File: config.mk
export PLATFORM = sky130hd
export DESIGN_NAME = serial_add_sequencer
export DESIGN_NICKNAME = d
export VERILOG_FILES = /design/src/rtl/adder_pkg.sv /design/src/rtl/serial_add_sequencer_slice.sv /design/src/rtl/serial_add_sequencer.sv
export SDC_FILE = /design/constraint.sdc
export NUM_CORES = 1
export LEC_CHECK = 0
export CORE_MARGIN = 1
export CORE_UTILIZATION = 51
export CTS_CLUSTER_DIAMETER = 40
export DETAILED_ROUTE_END_ITERATION = 16
export GPL_ROUTABILITY_DRIVEN = 0
export PLACE_DENSITY = 0.79
export SYNTH_ARGS = -nofsm -noshare
export SYNTH_HDL_FRONTEND = slang
export SYNTH_SLANG_ARGS = --single-unit
File: constraint.sdc
create_clock -name clk -period 4.14 [get_ports clk]
set_input_delay 0.828 -clock clk [delete_from_list [all_inputs] [get_ports clk]]
set_output_delay 0.828 -clock clk [all_outputs]
set_load 0.005 [all_outputs]
File: src/rtl/adder_pkg.sv
// Shared types and sizing helpers for the serial nibble adder.
// Holds the slice width, the FSM state encoding and the index/counter widths.
package adder_pkg;

   localparam int SLICE_W = 4;

   typedef enum logic [1:0] {
      IDLE = 2'd0,
      ADD  = 2'd1,
      DONE = 2'd2
   } state_e;

   function automatic int nslice(input int width);
      return width / SLICE_W;
   endfunction

   // Counter width able to hold 0..n-1, never narrower than one bit.
   function automatic int cnt_width(input int n);
      return (n <= 1) ? 1 : $clog2(n);
   endfunction

endpackage

File: src/rtl/serial_add_sequencer_slice.sv
// Four-bit ripple-carry slice built from four gate-level full adders.
// c3 is the carry into bit 3, used for signed overflow on the top slice.
module carry_slice4 (
   output logic [3:0] s,
   output logic       cout,
   output logic       c3,
   input  logic [3:0] a,
   input  logic [3:0] b,
   input  logic       cin
);

   logic [4:0] c;
   logic [3:0] p;
   logic [3:0] g;

   assign c[0] = cin;

   for (genvar i = 0; i < 4; i++) begin : g_fa
      assign p[i]   = a[i] ^ b[i];
      assign g[i]   = a[i] & b[i];
      assign s[i]   = p[i] ^ c[i];
      assign c[i+1] = g[i] | (p[i] & c[i]);
   end

   assign cout = c[4];
   assign c3   = c[3];

endmodule

File: src/rtl/serial_add_sequencer.sv
// Multi-cycle WIDTH-bit adder reusing one 4-bit slice, LSB nibble first,
// with a registered carry chain and SETTLE wait cycles per slice.
module serial_add_sequencer
   import adder_pkg::*;
#(
   parameter int WIDTH  = 16,
   parameter int SETTLE = 1
) (
   input  logic             clk,
   input  logic             rst_n,
   input  logic             start_valid,
   output logic             start_ready,
   input  logic [WIDTH-1:0] a,
   input  logic [WIDTH-1:0] b,
   input  logic             cin,
   output logic             res_valid,
   input  logic             res_ready,
   output logic [WIDTH-1:0] sum,
   output logic             cout,
   output logic             over,
   output logic             busy,
   output logic [1:0]       dbg_state
);

   localparam int NSLICE = nslice(WIDTH);
   localparam int IDX_W  = cnt_width(NSLICE);
   localparam int CNT_W  = cnt_width(SETTLE + 1);
   localparam logic [IDX_W-1:0] LAST_IDX   = IDX_W'(NSLICE - 1);
   localparam logic [CNT_W-1:0] SETTLE_CNT = CNT_W'(SETTLE);

   // Handshakes: a transfer happens on a rising edge where valid and ready are
   // both 1; start_ready is high only in IDLE and res_valid only in DONE.

   state_e               state_q, state_d;
   logic [WIDTH-1:0]     a_q, a_d;
   logic [WIDTH-1:0]     b_q, b_d;
   logic [WIDTH-1:0]     sum_q, sum_d;
   logic                 carry_q, carry_d;
   logic                 cout_q, cout_d;
   logic                 over_q, over_d;
   logic [IDX_W-1:0]     idx_q, idx_d;
   logic [CNT_W-1:0]     cnt_q, cnt_d;

   logic [SLICE_W-1:0]   slice_a;
   logic [SLICE_W-1:0]   slice_b;
   logic [SLICE_W-1:0]   slice_s;
   logic                 slice_cout;
   logic                 slice_c3;

   assign slice_a = a_q[int'(idx_q) * SLICE_W +: SLICE_W];
   assign slice_b = b_q[int'(idx_q) * SLICE_W +: SLICE_W];

   carry_slice4 u_slice (
      .s    (slice_s),
      .cout (slice_cout),
      .c3   (slice_c3),
      .a    (slice_a),
      .b    (slice_b),
      .cin  (carry_q)
   );

   always_comb begin
      state_d = state_q;
      a_d     = a_q;
      b_d     = b_q;
      sum_d   = sum_q;
      carry_d = carry_q;
      cout_d  = cout_q;
      over_d  = over_q;
      idx_d   = idx_q;
      cnt_d   = cnt_q;

      case (state_q)
         IDLE: begin
            if (start_valid) begin
               a_d     = a;
               b_d     = b;
               carry_d = cin;
               sum_d   = '0;
               cout_d  = 1'b0;
               over_d  = 1'b0;
               idx_d   = '0;
               cnt_d   = SETTLE_CNT;
               state_d = ADD;
            end
         end
         ADD: begin
            if (cnt_q != '0) begin
               cnt_d = cnt_q - 1'b1;
            end else begin
               sum_d[int'(idx_q) * SLICE_W +: SLICE_W] = slice_s;
               carry_d = slice_cout;
               if (idx_q == LAST_IDX) begin
                  cout_d  = slice_cout;
                  over_d  = slice_c3 ^ slice_cout;
                  state_d = DONE;
               end else begin
                  idx_d = idx_q + 1'b1;
                  cnt_d = SETTLE_CNT;
               end
            end
         end
         DONE: begin
            if (res_ready) begin
               state_d = IDLE;
            end
         end
         default: state_d = IDLE;
      endcase
   end

   always_ff @(posedge clk or negedge rst_n) begin
      if (!rst_n) begin
         state_q <= IDLE;
         a_q     <= '0;
         b_q     <= '0;
         sum_q   <= '0;
         carry_q <= 1'b0;
         cout_q  <= 1'b0;
         over_q  <= 1'b0;
         idx_q   <= '0;
         cnt_q   <= '0;
      end else begin
         state_q <= state_d;
         a_q     <= a_d;
         b_q     <= b_d;
         sum_q   <= sum_d;
         carry_q <= carry_d;
         cout_q  <= cout_d;
         over_q  <= over_d;
         idx_q   <= idx_d;
         cnt_q   <= cnt_d;
      end
   end

   assign start_ready = (state_q == IDLE);
   assign res_valid   = (state_q == DONE);
   assign busy        = (state_q == ADD) || (state_q == DONE);
   assign sum         = sum_q;
   assign cout        = cout_q;
   assign over        = over_q;
   assign dbg_state   = state_q;

endmodule

## Word-level counts from Yosys, hierarchy flattened

Cells that the tools add are included.

| operators by class | value |
|---|---|
| add/sub/neg operators | 3 |
| bitwise gates (word level) | 21 |
| equality and inequality tests | 8 |
| muxes and demuxes | 27 |
| reductions and logical operators | 9 |
| shift-type cells | 4 |

Operators by type and width:

| cell | number |
|---|---|
| $neg A4 Y33 | 1 |
| $shift A4 B33 Y16 const A | 1 |
| $shiftx A4 B33 Y16 | 1 |
| $mux W16 | 2 |
| $pmux W16 S2 | 1 |
| $shiftx A16 B5 Y4 | 2 |
| $bwmux W16 | 1 |
| $mux W2 | 7 |
| $reduce_and A4 Y1 | 3 |
| $mux W1 | 10 |
| $xor A1 B1 Y1 | 9 |
| $and A1 B1 Y1 | 8 |
| $ne A2 B2 Y1 const B | 4 |
| $pmux W1 S2 | 4 |
| $pmux W2 S3 | 1 |
| $eq A2 B2 Y1 const B | 2 |
| $or A1 B1 Y1 | 4 |
| $pmux W2 S2 | 1 |
| $reduce_and A2 Y1 | 2 |
| $reduce_and A3 Y1 | 1 |
| $add A2 B1 Y2 const B | 1 |
| $eq A2 B1 Y1 const B | 1 |
| $logic_not A2 Y1 | 1 |
| $ne A2 B1 Y1 const B | 1 |
| other kinds (3) | 3 |

| storage, ports and cells | value |
|---|---|
| input bits | 37 |
| logic and storage cells | 81 |
| register bits after elaboration | 56 |
| output and inout port bits | 23 |

## Logic depth before layout (Yosys ltp)

Gate-level depths: netlist of run 1.

| logic depth | value |
|---|---|
| depth in word-level cells | 14 |
| depth in mapped cells | 12 |
| gate-level depth less buffers | 10 |

## Hierarchy

From an unflattened synthesis of run 1, not the netlist that was laid out.

| second synthesis, totals | value |
|---|---|
| cells, all modules | 229 |
| area, all modules | 2897.8 µm² |

Modules (own cells, without submodules):

| module | cells each | sequential area each (µm²) | area an instance (µm²) | instances |
|---|---|---|---|---|
| serial_add_sequencer | 215 | 1401.3 | 2780.2 | 1 |
| carry_slice4 | 14 | 0.0 | 117.6 | 1 |

## Worst setup path before layout of run 1

No wires, ideal clock.

| path | value |
|---|---|
| kind | register to register |
| start | reg idx_q[0] |
| end | reg sum_q[11] (netlist: sum[11]) |
| cell stages (with the launch flop) | 13 |
| slack | 1.016 ns |
| period minus slack after synthesis | 3.124 ns |
| buffers on the path | 2 |
| setup time | 0.065 ns |
| required time | 4.075 ns |
| arrival time | 3.060 ns |
| path through | dfrtp_1 -> buf_2 -> buf_4 -> mux4_2 -> fa_1 -> inv_1 -> fa_1 -> fa_1 -> inv_1 -> fa_1 -> inv_1 -> nor4_1 -> mux2_2 |

| on the way | value |
|---|---|
| cells in the longest elaborated chain, start to end | 13 |
| elaborated cells on any way between the ends | 25 |
| classes of those cells | 1 x add/sub; 4 x shift; 3 x mux; 17 x bitwise |

RTL lines:

| element | RTL line | source |
|---|---|---|
| start, declared | serial_add_sequencer.sv:41 | `logic [IDX_W-1:0] idx_q, idx_d;` |
| start signal, assigned | serial_add_sequencer.sv:131 | `idx_q <= idx_d;` |
| $shiftx A16 B5 Y4, on equally long branches | serial_add_sequencer.sv:50, serial_add_sequencer.sv:51 |  |
| $xor A1 B1 Y1 | serial_add_sequencer_slice.sv:19 | `assign p[i] = a[i] ^ b[i];` |
| $and A1 B1 Y1 | serial_add_sequencer_slice.sv:22 | `assign c[i+1] = g[i] \| (p[i] & c[i]);` |
| $or A1 B1 Y1 | serial_add_sequencer_slice.sv:22 |  |
| $and A1 B1 Y1 | serial_add_sequencer_slice.sv:22 |  |
| $or A1 B1 Y1 | serial_add_sequencer_slice.sv:22 |  |
| $and A1 B1 Y1 | serial_add_sequencer_slice.sv:22 |  |
| $or A1 B1 Y1 | serial_add_sequencer_slice.sv:22 |  |
| $xor A1 B1 Y1 | serial_add_sequencer_slice.sv:21 | `assign s[i] = p[i] ^ c[i];` |
| $shiftx A4 B33 Y16 | serial_add_sequencer.sv:91 | `sum_d[int'(idx_q) * SLICE_W +: SLICE_W] = slice_s;` |
| $bwmux W16 * | serial_add_sequencer.sv:91 |  |
| $mux W16 * | serial_add_sequencer.sv:88 | `if (cnt_q != '0) begin` |
| $pmux W16 S2 * | serial_add_sequencer.sv:73 | `case (state_q)` |
| end signal, assigned | serial_add_sequencer.sv:127 | `sum_q <= sum_d;` |
| end, declared | serial_add_sequencer.sv:37 | `logic [WIDTH-1:0] sum_q, sum_d;` |

Mark *: on every way between the ends. The rest lies on a longest branch, timed or not. The select of a mux whose other input is x is not followed.
A chain may end at the register's enable or synchronous reset.

## Worst setup path after layout of run 1

Same ends and word-level chain as after synthesis.

==> summary.txt, run 1 <==
Final layout
  – Most frequent cells in the layout: clkdlybuf4s50_1 (58), dfrtp_1 (56), mux2_2 (49)
  – Area of the multi-input gates: ~1300 µm²
  – FILL cells: 410
  – Most common cell after layout, fill and taps aside: clkdlybuf4s50_1
  – Layout cells sized above 1: 0.2809
  – Final instance area: around 3500 µm²
  – Register Area: 1401 µm²
  – # diodes: 0
  – Nets: around 310
  – Post-layout util: 0.6820
  – Area grow syn2layout: 26.99%

Job
  – Max Cap Violations: 0

GRT
  – Overall fraction of global-route tracks in use: 0.1942
  – Global-route wire length before repair: 8783 µm
  – GRT overflow: 0
  – Initial antenna violation count: 0
  – Vias in the first global route: approximately 1.9k
  – Largest net degree at the start of global routing: 34

Setup path
  – Crit path DAT: 3510 ps
  – CP required: 4410 ps
  – Kind of critical path: reg -> reg
  – Startpoint Class: flop
  – Crit end category: flop
  – Crit-path max FO: 8

Hold path
  – Min-delay worst type: in -> async

Clock tree
  – H-tree level count: 2
  – Post-CTS setup buffer count: 0
  – Clk pin slew, worst setup/hold paths: ~100 ps
  – Hold Buf Count CTS: 0
  – CTS tree: done
  – Root Driver: clkbuf_8
  – Cts repair resizes: 0
  – Clk_lat worst skew: 320 ps
  – TritonCTS Buffers: 5
  – CTS max path bufs: 2
  – Sink Count: 56

Floorplanning
  – Core Area: approximately 5200 µm²
  – Starting Density: 0.5370
  – Die Y: 76.03 µm
  – I/O pin cnt: 60
  – Chip width: approximately 76 µm
  – DIE AREA: 5781 µm²
  – Rows: 26

Yosys
  – Synthesized area: 2795 µm²
  – Cell variety after synth: 35
  – Top cell type by total area after synthesis: dfrtp_1
  – Post-Synthesis Cells: 204
  – Post-synthesis register bit count: between 50 and 60
  – Post-synth top area share: 0.5013
  – Synth Net Count: roughly 250
  – Sequential share of the synthesized area: 0.5013
  – Top cells by area, synth: dfrtp_1 (50%), mux2_2 (20%), mux4_2 (6.4%)
  – Warnings from Yosys: 0
  – Post-Syn Area per Cell: 13.70 µm²

Pwr
  – PwrDens: 708.5 nW/µm²
  – Worst vdd ir: 0.3535 mV
  – LEAKAGE: approximately 1.5 nW

Place
  – Pre-CTS setup slack: 898.1 ps
  – Post-placement cell area: 3457 µm²
  – HPWL Detailed: 3729 µm
  – PortBufs: 59

Timing
  – Tightest Pin Transition: about 550 ps
  – Slew margin rel.: 0.6324
  – Crit share post-route: 0.7839
  – Final setup violation count: 0
  – Setup tns final: 0 ps
  – Layout Skew: just over 9 ps
  – F_max: 308.1 MHz
  – Fin crit period: 3245 ps
  – Setup ws final: around 890 ps
  – Count of endpoints failing hold in the final timing report: 0
  – Pins over their slew limit: 0
  – RSZ-0062 raised after global routing: no

Status
  – Outcome: completed

Drt
  – Wire length per cell: 15.03 µm
  – Drc violations: 0
  – First-pass DRT Iterations: 4
  – ANT nets after route: 0
  – Avg Vias per Cell: about 5.3
  – DR iter-0 viols: 50
  – DR vias: 1,771
  – Final WL: a little over 5000 µm
cell families (layout without fill, tap and decap cells):
| group | Yosys count | count (layout) | synth area share |
|---|---|---|---|
| multiplexers | 60 | 60 | 0.2771 |
| AO/OA/AOI/OAI | 13 | 13 | 0.03895 |
| adder cells (fa/ha/maj) | 11 | 11 | 0.05998 |
| XOR/XNOR | 1 | 1 | 0.003134 |
| buffers and inverters | 24 | 87 | 0.03626 |
| AND/OR/NAND/NOR | 39 | 39 | 0.08325 |
| flip-flops | 56 | 56 | 0.5013 |
flip-flops by register name (all words and copies together), names as in the netlist:
name / cells
b_q: 16
sum: 16
dbg_state: 2
over: 1
cnt_q: 1
a_q: 16
cout: 1
idx_q: 2
carry_q: 1
path summary, 6_finish.rpt:
| kind | from | cells after the start | to | slack [ps] |
|---|---|---|---|---|
| worst min register to register | sum[12] | 1 | sum[12] | 510 |
| max in group asynchronous | rst_n | 2 | a_q[2] | 2840 |
| min in group clk | sum[12] | 1 | sum[12] | 510 |
| worst max register to register | idx_q[0] | 10 | sum[11] | 890 |
| worst min-delay path | rst_n | 1 | a_q[3] | 490 |
| worst max-delay path | idx_q[0] | 10 | sum[11] | 890 |
where the power goes:
part	internal (mW)	leakage [nW]	switching, mW	total [mW]
clock network	0.120	0.0404	0.185	0.305
logic	0.695	0.773	0.624	1.32
registers	0.749	0.698	0.142	0.891
cell type report:
type	instances	area share
Inverter	16	0.01692
Clock buffer	5	0.01939
Clock inverter	3	0.006697
Tap cell	70	0.02467
Multi-Input combinational cell	124	0.3641
Timing Repair Buffer	63	0.1734
Sequential cell	56	0.3948
synthesized netlist by cell type:
| library cell | number |
|---|---|
| nand4bb_1 | 1 |
| buf_2 | 6 |
| fa_1 | 4 |
| a21oi_2 | 3 |
| a22oi_1 | 1 |
| ha_1 | 7 |
| mux4_2 | 8 |
| nand4b_1 | 1 |
| buf_4 | 1 |
| xnor2_1 | 1 |
| nand3b_1 | 1 |
| inv_1 | 16 |
| o32a_1 | 1 |
| mux2i_1 | 2 |
| nor4_1 | 4 |
| a211o_1 | 1 |
| nand2b_1 | 7 |
| o21ai_0 | 3 |
| clkbuf_1 | 1 |
| or3_1 | 1 |
| nor3b_1 | 3 |
| nor4bb_1 | 1 |
| and3_1 | 2 |
| and3b_1 | 2 |
| nor3_1 | 1 |
| a21oi_4 | 1 |
| mux2_2 | 49 |
| dfrtp_1 | 56 |
| nand3_1 | 1 |
| nand2_1 | 6 |
| nor2b_1 | 2 |
| a211oi_1 | 1 |
| o2bb2ai_1 | 2 |
| nor2_1 | 6 |
| mux2i_4 | 1 |
through the flow:
step	std cells	hold slack [ps]	power [mW]
6_report	337	485.9	2.515
5_1_grt	337	512.3	2.708
4_1_cts	337	498.1	2.536
3_5_place_dp	329	492.1	2.232
3_3_place_gp	329	486.3	2.211
2_1_floorplan	204	473.9	1.848
critical path: stages (launching register included):
cell     delay, ps
dfrtp_1        630
mux4_2         590
fa_1           390
inv_1           70
fa_1           180
fa_1           250
inv_1           70
fa_1           520
inv_1           70
nor4_1         240
mux2_2         180
routing by layer:
layer | track usage | vias to the layer above | part of all wire
met5 | 0 | - | 0
met4 | 0.05769 | 0 | 0.0087
met3 | 0.04551 | 4 | 0.037
met2 | 0.3264 | 46 | 0.50
met1 | 0.2518 | 874 | 0.46
li1 | - | 847 | -
(Power assumes the default switching activity.)
==> run 2: changes to the inputs <==
==> constraint.sdc (replaced) <==
create_clock -name clk -period 3 [get_ports clk]
set_input_delay 0.6 -clock clk [delete_from_list [all_inputs] [get_ports clk]]
set_output_delay 0.6 -clock clk [all_outputs]
set_load 0.005 [all_outputs]
==> run 2 against run 1 <==
Compared with the run above: critical path depth is the same; maximum frequency grew 11%; via count grew 3.4%; combinational power grew 48%; clock-buffer cell count grew 3; register-to-register slack lost 810 ps; final area grew 0.95%; sequential share of layout area shrank 0.34 points; die area is the same; cell count grew 0.89%; largest cell class unchanged; highest routed layer unchanged.
==> summary.txt, run 2 (same netlist as run 1, synthesis figures left out) <==
Clock tree
  – Sink Count: 56
  – CTS max path bufs: 2
  – Root Driver: clkbuf_8
  – Clk pin slew, worst setup/hold paths: ~100 ps
  – H-tree level count: 2
  – TritonCTS Buffers: 5
  – Clk_lat worst skew: 310 ps
  – CTS tree: done

Final layout
  – Post-layout util: 0.6885
  – Final instance area: 3583 µm²
  – Nets: 317
  – Area grow syn2layout: 28.20%
  – Most frequent cells in the layout: clkdlybuf4s50_1 (58), dfrtp_1 (55), mux2_2 (48)
  – Layout cells sized above 1: 0.2926
  – # diodes: 0
  – Most common cell after layout, fill and taps aside: clkdlybuf4s50_1

Pwr
  – Sw power: 1.362 mW
  – PwrDens: 1001 nW/µm²
  – Sw frac: 0.3798
  – Clk pwr share: 0.118
  – Int Pwr: 2.225 mW
  – Logic pwr share: 0.544
  – Sequential share of power: 0.338
  – Worst vdd ir: 0.5557 mV
  – LEAKAGE: 1.533 nW

Timing
  – Hold Slack: around 240 ps
  – Crit share post-route: 0.9703
  – F_max: ~340 MHz
  – Layout Skew: 7.932 ps
  – Final setup violation count: 0
  – Fin crit period: 2911 ps
  – RSZ-0062 raised after global routing: no
  – Count of endpoints failing hold in the final timing report: 0
  – Slew margin rel.: 0.6813
  – Pins over their slew limit: 0
  – Tightest Pin Transition: 478.0 ps

Setup path
  – Kind of cell adding the most delay to the critical path: adder cells
  – Crit. Startpoint: idx_q[0]
  – CP Buf/Inv Count: 3
  – Crit-path max FO: 5
  – Crit path largest cell delay: 530 ps
  – Crit path capture: sum[3]
  – R2r endpoint: sum[3]
  – Crit path DAT: 3120 ps
  – Worst Reg2Reg Path Length in Cells: 10
  – Worst R2R Start: idx_q[0]
  – Crit path depth: 10
  – Crit end category: flop
  – Startpoint Class: flop
  – CP required: about 3200 ps
  – Reg2reg setup slack: about 89 ps
  – CP max stage cell: mux4_2
  – Kind of critical path: reg -> reg
  – Worst path cell trace: mux4_2 > fa_1 > inv_1 > fa_1 > fa_2 > inv_1 > fa_1 > inv_1 > nor2_1 > mux2_2

Drt
  – DR iter-0 viols: around 110
  – DR vias: approximately 1.8k
  – Drc violations: 0
  – Avg Vias per Cell: about 5.4
  – First-pass DRT Iterations: 5
  – ANT nets after route: 0
  – Final WL: approximately 5400 µm
  – Wire length per cell: ~16 µm

Floorplanning
  – DIE AREA: 5781 µm²
  – Starting Density: 0.5370
  – Rows: 26
  – Core Area: between 5000 and 6000 µm²
  – Chip width: 76.03 µm
  – Die Y: 76.03 µm
  – I/O pin cnt: 60

Status
  – Outcome: completed

Place
  – PortBufs: 59
  – HPWL Detailed: between 4000 and 5000 µm
  – Post-placement cell area: 3486 µm²

Job
  – Max Cap Violations: 0

GRT
  – Vias in the first global route: 1,911
  – Initial antenna violation count: 0
  – GRT overflow: 0
  – Overall fraction of global-route tracks in use: 0.2098
  – Global-route wire length before repair: 9418 µm
  – Largest net degree at the start of global routing: 37

Hold path
  – Min-delay worst type: in -> async
[run 2: routing by layer]
layer | track usage | wire [µm] | vias up
met4 | 0.06923 | 70 | 0
li1 | - | - | 849
met2 | 0.3555 | 2769 | 55
met1 | 0.2734 | 2317 | 920
met5 | 0 | 0 | -
met3 | 0.03952 | 218 | 7
[run 2: timing repair]
item                                    4_1_cts  5_1_grt
buffers inserted                              0        0
pin swaps                                     0        0
hold buffers                                  0        0
endpoints found under the hold margin         0        0
endpoints found under the setup margin        1        1
resized for setup                             1        1
[run 2: worst min-delay path by stage]
| stage | from | to | slack [ps] | depth (start not counted) |
|---|---|---|---|---|
| 2_1_floorplan | rst_n | a_q[0] | 300 | 0 |
| 3_3_place_gp | b_q[11] | b_q[11] | 480 | 1 |
| 3_5_place_dp | b_q[6] | b_q[6] | 490 | 1 |
| 4_1_cts | rst_n | sum[15] | 240 | 1 |
| 5_1_grt | rst_n | sum[15] | 270 | 1 |
| 6_report | rst_n | sum[15] | 240 | 1 |
[run 2: area by class of cell]
cell class	instances	area (µm²)
multi-input combinational	124	1305
sequential	56	1403
inverter	16	60.06
clock buffer	8	90.09
timing repair buffer	66	638.1
tap	70	87.58
fill	393	1622
[run 2: worst register-to-register path, cell delays in order (launching register included)]
cell,delay (ps)
dfrtp_2,420
mux4_2,530
fa_1,390
inv_1,80
fa_1,180
fa_2,220
inv_1,60
fa_1,490
inv_1,130
nor2_1,60
mux2_2,260
[run 2: power groups by stage]
stage	registers [mW]	clock network (mW)	logic, mW
after floorplan	1.16	0	1.42
after global placement	1.22	0	1.88
after detailed placement	1.23	0	1.93
after CTS	1.22	0.431	1.94
after global routing	1.26	0.459	2.09
final	1.21	0.422	1.95
[run 2: metrics by stage]
step / worst slack (ps) / std cells / setup TNS, ps / total power, mW
floorplan: -1.366 / 204 / -1.366 / 2.573
detailed placement: 56.15 / 332 / 0 / 3.160
global route: 0.2423 / 340 / 0 / 3.807
global placement: 114.9 / 332 / 0 / 3.103
CTS: 33.67 / 340 / 0 / 3.587
finish: 89.02 / 340 / 0 / 3.587
==> run 3: changes to the inputs <==
--- a/config.mk
+++ b/config.mk
@@ -13,4 +13,5 @@
 export PLACE_DENSITY = 0.79
 export SYNTH_ARGS = -nofsm -noshare
 export SYNTH_HDL_FRONTEND = slang
+export SYNTH_HIERARCHICAL = 1
 export SYNTH_SLANG_ARGS = --single-unit
==> run 3 against run 2 <==
Compared with the run above: via count rose by 9.4%; clock-buffer cell count down 2; synthesized cell count increased by 12%; sequential cell count is the same; register-to-register slack worse by 70 ps; setup slack worse by 68 ps; sequential power hardly changed; maximum frequency fell by 2.3%; sequential share of layout area shrank 1.3 points; combinational power hardly changed; critical path type unchanged; critical endpoint is now sum[11].
==> summary.txt, run 3 <==
Status
  – Outcome: completed

Clock tree
  – CTS max path bufs: 2
  – Post-CTS setup buffer count: 0
  – Clk pin slew, worst setup/hold paths: 110 ps
  – Sink Count: between 50 and 60
  – H-tree level count: 2
  – CTS tree: done
  – Hold Buf Count CTS: 0
  – Root Driver: clkbuf_8
  – Clk_lat worst skew: 310 ps
  – TritonCTS Buffers: 5

Drt
  – First-pass DRT Iterations: 4
  – DR vias: 2,003
  – Wire length per cell: 15.52 µm
  – ANT nets after route: 0
  – Drc violations: 0
  – DR iter-0 viols: 104
  – Final WL: 5713 µm
  – Avg Vias per Cell: 5.443

Place
  – Pre-CTS setup slack: 14.01 ps
  – PortBufs: 59
  – HPWL Detailed: 4265 µm

Yosys
  – Synth Net Count: 279
  – Cell variety after synth: 32
  – Synth async-reset ratio: 1.000
  – Top cells by area, synth: dfrtp_1 (48%), mux2_2 (18%), mux4_2 (6.2%)
  – Top cell type by total area after synthesis: dfrtp_1
  – Top_reg_cell synth: dfrtp_1
  – Sequential share of the synthesized area: 0.4836
  – Post-synth EDFFs: 0
  – Warnings from Yosys: 6
  – Post-Syn Area per Cell: 12.65 µm²
  – Commonest cells post-synth: dfrtp_1 (56), mux2_2 (46), nand2_1 (23), inv_1 (19), ha_1 (9)
  – Post-Synthesis Cells: between 200 and 250
  – Post-synthesis register bit count: 56
  – Cell with the most instances after synthesis: dfrtp_1
  – Synthesized area: 2898 µm²
  – Post-synth top area share: 0.4836

Final layout
  – FILL cells: 405
  – Nets: around 350
  – Layout cells sized above 1: 0.2939
  – Most frequent cells in the layout: clkdlybuf4s50_1 (58), dfrtp_1 (55), mux2_2 (46)
  – Most common cell after layout, fill and taps aside: clkdlybuf4s50_1
  – # diodes: 0
  – Area grow syn2layout: 28.07%
  – Post-layout util: 0.6739

GRT
  – Overall fraction of global-route tracks in use: 0.2048
  – Largest net degree at the start of global routing: 37
  – Initial antenna violation count: 0
  – Vias in the first global route: around 2.1k
  – Global-route wire length before repair: 9577 µm
  – GRT overflow: 0

Pwr
  – Design Power: 3.596 mW
  – PwrDens: 969.0 nW/µm²
  – Worst vdd ir: 0.5704 mV
  – LEAKAGE: 1.560 nW

Setup path
  – Reg2reg setup slack: roughly 21 ps
  – Worst Reg2Reg Path Length in Cells: 12
  – Kind of critical path: reg -> reg
  – Startpoint Class: flop
  – R2r endpoint: sum[11]
  – Crit-path max FO: 5
  – CP required: between 3000 and 4000 ps
  – Crit end category: flop
  – Crit path DAT: 3230 ps
  – Worst R2R Start: idx_q[0]

Timing
  – Count of endpoints failing hold in the final timing report: 0
  – F_max: between 300 and 400 MHz
  – Crit share post-route: 0.9931
  – Tightest Pin Transition: 818.8 ps
  – Layout Skew: around 10 ps
  – Pins over their slew limit: 0
  – RSZ-0062 raised after global routing: yes
  – Final setup violation count: 0
  – Fin crit period: 2979 ps
  – Setup ws final: just over 20 ps
  – Slew margin rel.: 0.4541

Floorplanning
  – Chip width: roughly 77 µm
  – Core Area: 5507 µm²
  – Rows: 27
  – Starting Density: 0.5262
  – I/O pin cnt: 60
  – DIE AREA: about 6000 µm²
  – Die Y: about 77 µm

Hold path
  – Min-delay worst type: in -> async

Job
  – Max Cap Violations: 0
## run 3: cell count changes after synthesis, sizes merged, moves of 3 or more
cell / previous run / this run
inv: 16 / 19
mux2: 49 / 46
nand2: 6 / 23
nand3: 1 / 5
nand4: 0 / 5
nor2: 6 / 1
nor3: 1 / 8
nor3b: 3 / 0
## run 3: how the worst max path moves through the flow
| stage | to | startpoint | depth (start not counted) | slack, ps |
|---|---|---|---|---|
| after detailed placement | sum[11] | idx_q[0] | 12 | 10 |
| after floorplan | sum[11] | idx_q[0] | 13 | 10 |
| final | sum[11] | idx_q[0] | 12 | 20 |
| after global placement | sum[15] | idx_q[0] | 12 | 80 |
| after CTS | sum[11] | idx_q[0] | 12 | 10 |
| after global routing | sum[11] | idx_q[0] | 12 | -80 |
## run 3: logic make-up (layout without fill, tap and decap cells)
family          Yosys count  after routing  share of synthesized area
xor+xnor                  1              1                   0.003023
flops                    56             56                     0.4836
simple gates             60             60                     0.1084
buf+inv                  29             96                    0.04404
mux                      59             59                     0.2582
fa+ha+maj                13             13                    0.06650
compound gates           11             11                    0.03627
## run 3: power by group
| part | internal [mW] | switching (mW) |
|---|---|---|
| clock network | 0.194 | 0.255 |
| registers | 1.03 | 0.172 |
| logic | 0.950 | 0.992 |
## run 3: metrics by stage
| step | cell area [µm²] | hold slack [ps] | cells | TNS, ps |
|---|---|---|---|---|
| 2_1_floorplan | 2905 | 304.4 | 229 | 0 |
| 3_3_place_gp | 3592 | 483.7 | 360 | 0 |
| 3_5_place_dp | 3592 | 492.7 | 360 | 0 |
| 4_1_cts | 3695 | 399.0 | 368 | 0 |
| 5_1_grt | 3711 | 424.0 | 368 | -88.29 |
| 6_report | 3711 | 375.5 | 368 | 0 |
## run 3: what timing repair did
| action | in CTS | in global routing |
|---|---|---|
| setup endpoints to repair | 1 | 3 |
| pin swaps | 0 | 0 |
| gates resized for setup | 1 | 7 |
## run 3: metal layers
layer	GRT usage	vias to the layer above	wire length, µm
li1	-	931	-
met1	0.2609	1011	2410
met2	0.3434	57	2957
met3	0.05412	4	298
met4	0.06038	0	46
met5	0	-	0
## run 3: worst max-delay path: stages, from the launching register on
cell	delay (ps)
dfrtp_2	430
mux4_2	520
inv_2	70
fa_1	160
inv_1	50
fa_1	360
inv_1	80
fa_2	190
inv_2	50
fa_2	560
nand2_1	80
nor3_2	190
mux2_2	170
## run 3: area by class of cell
class                   count  area, µm²  area share
clock buffers               6      82.58     0.02225
repair buffers             69      660.6      0.1780
well taps                  72      90.09     0.02428
clock inverters             2      18.77    0.005057
multi-input cells         144       1385      0.3732
flip-flops and latches     56       1403      0.3780
inverters                  19      71.32     0.01922
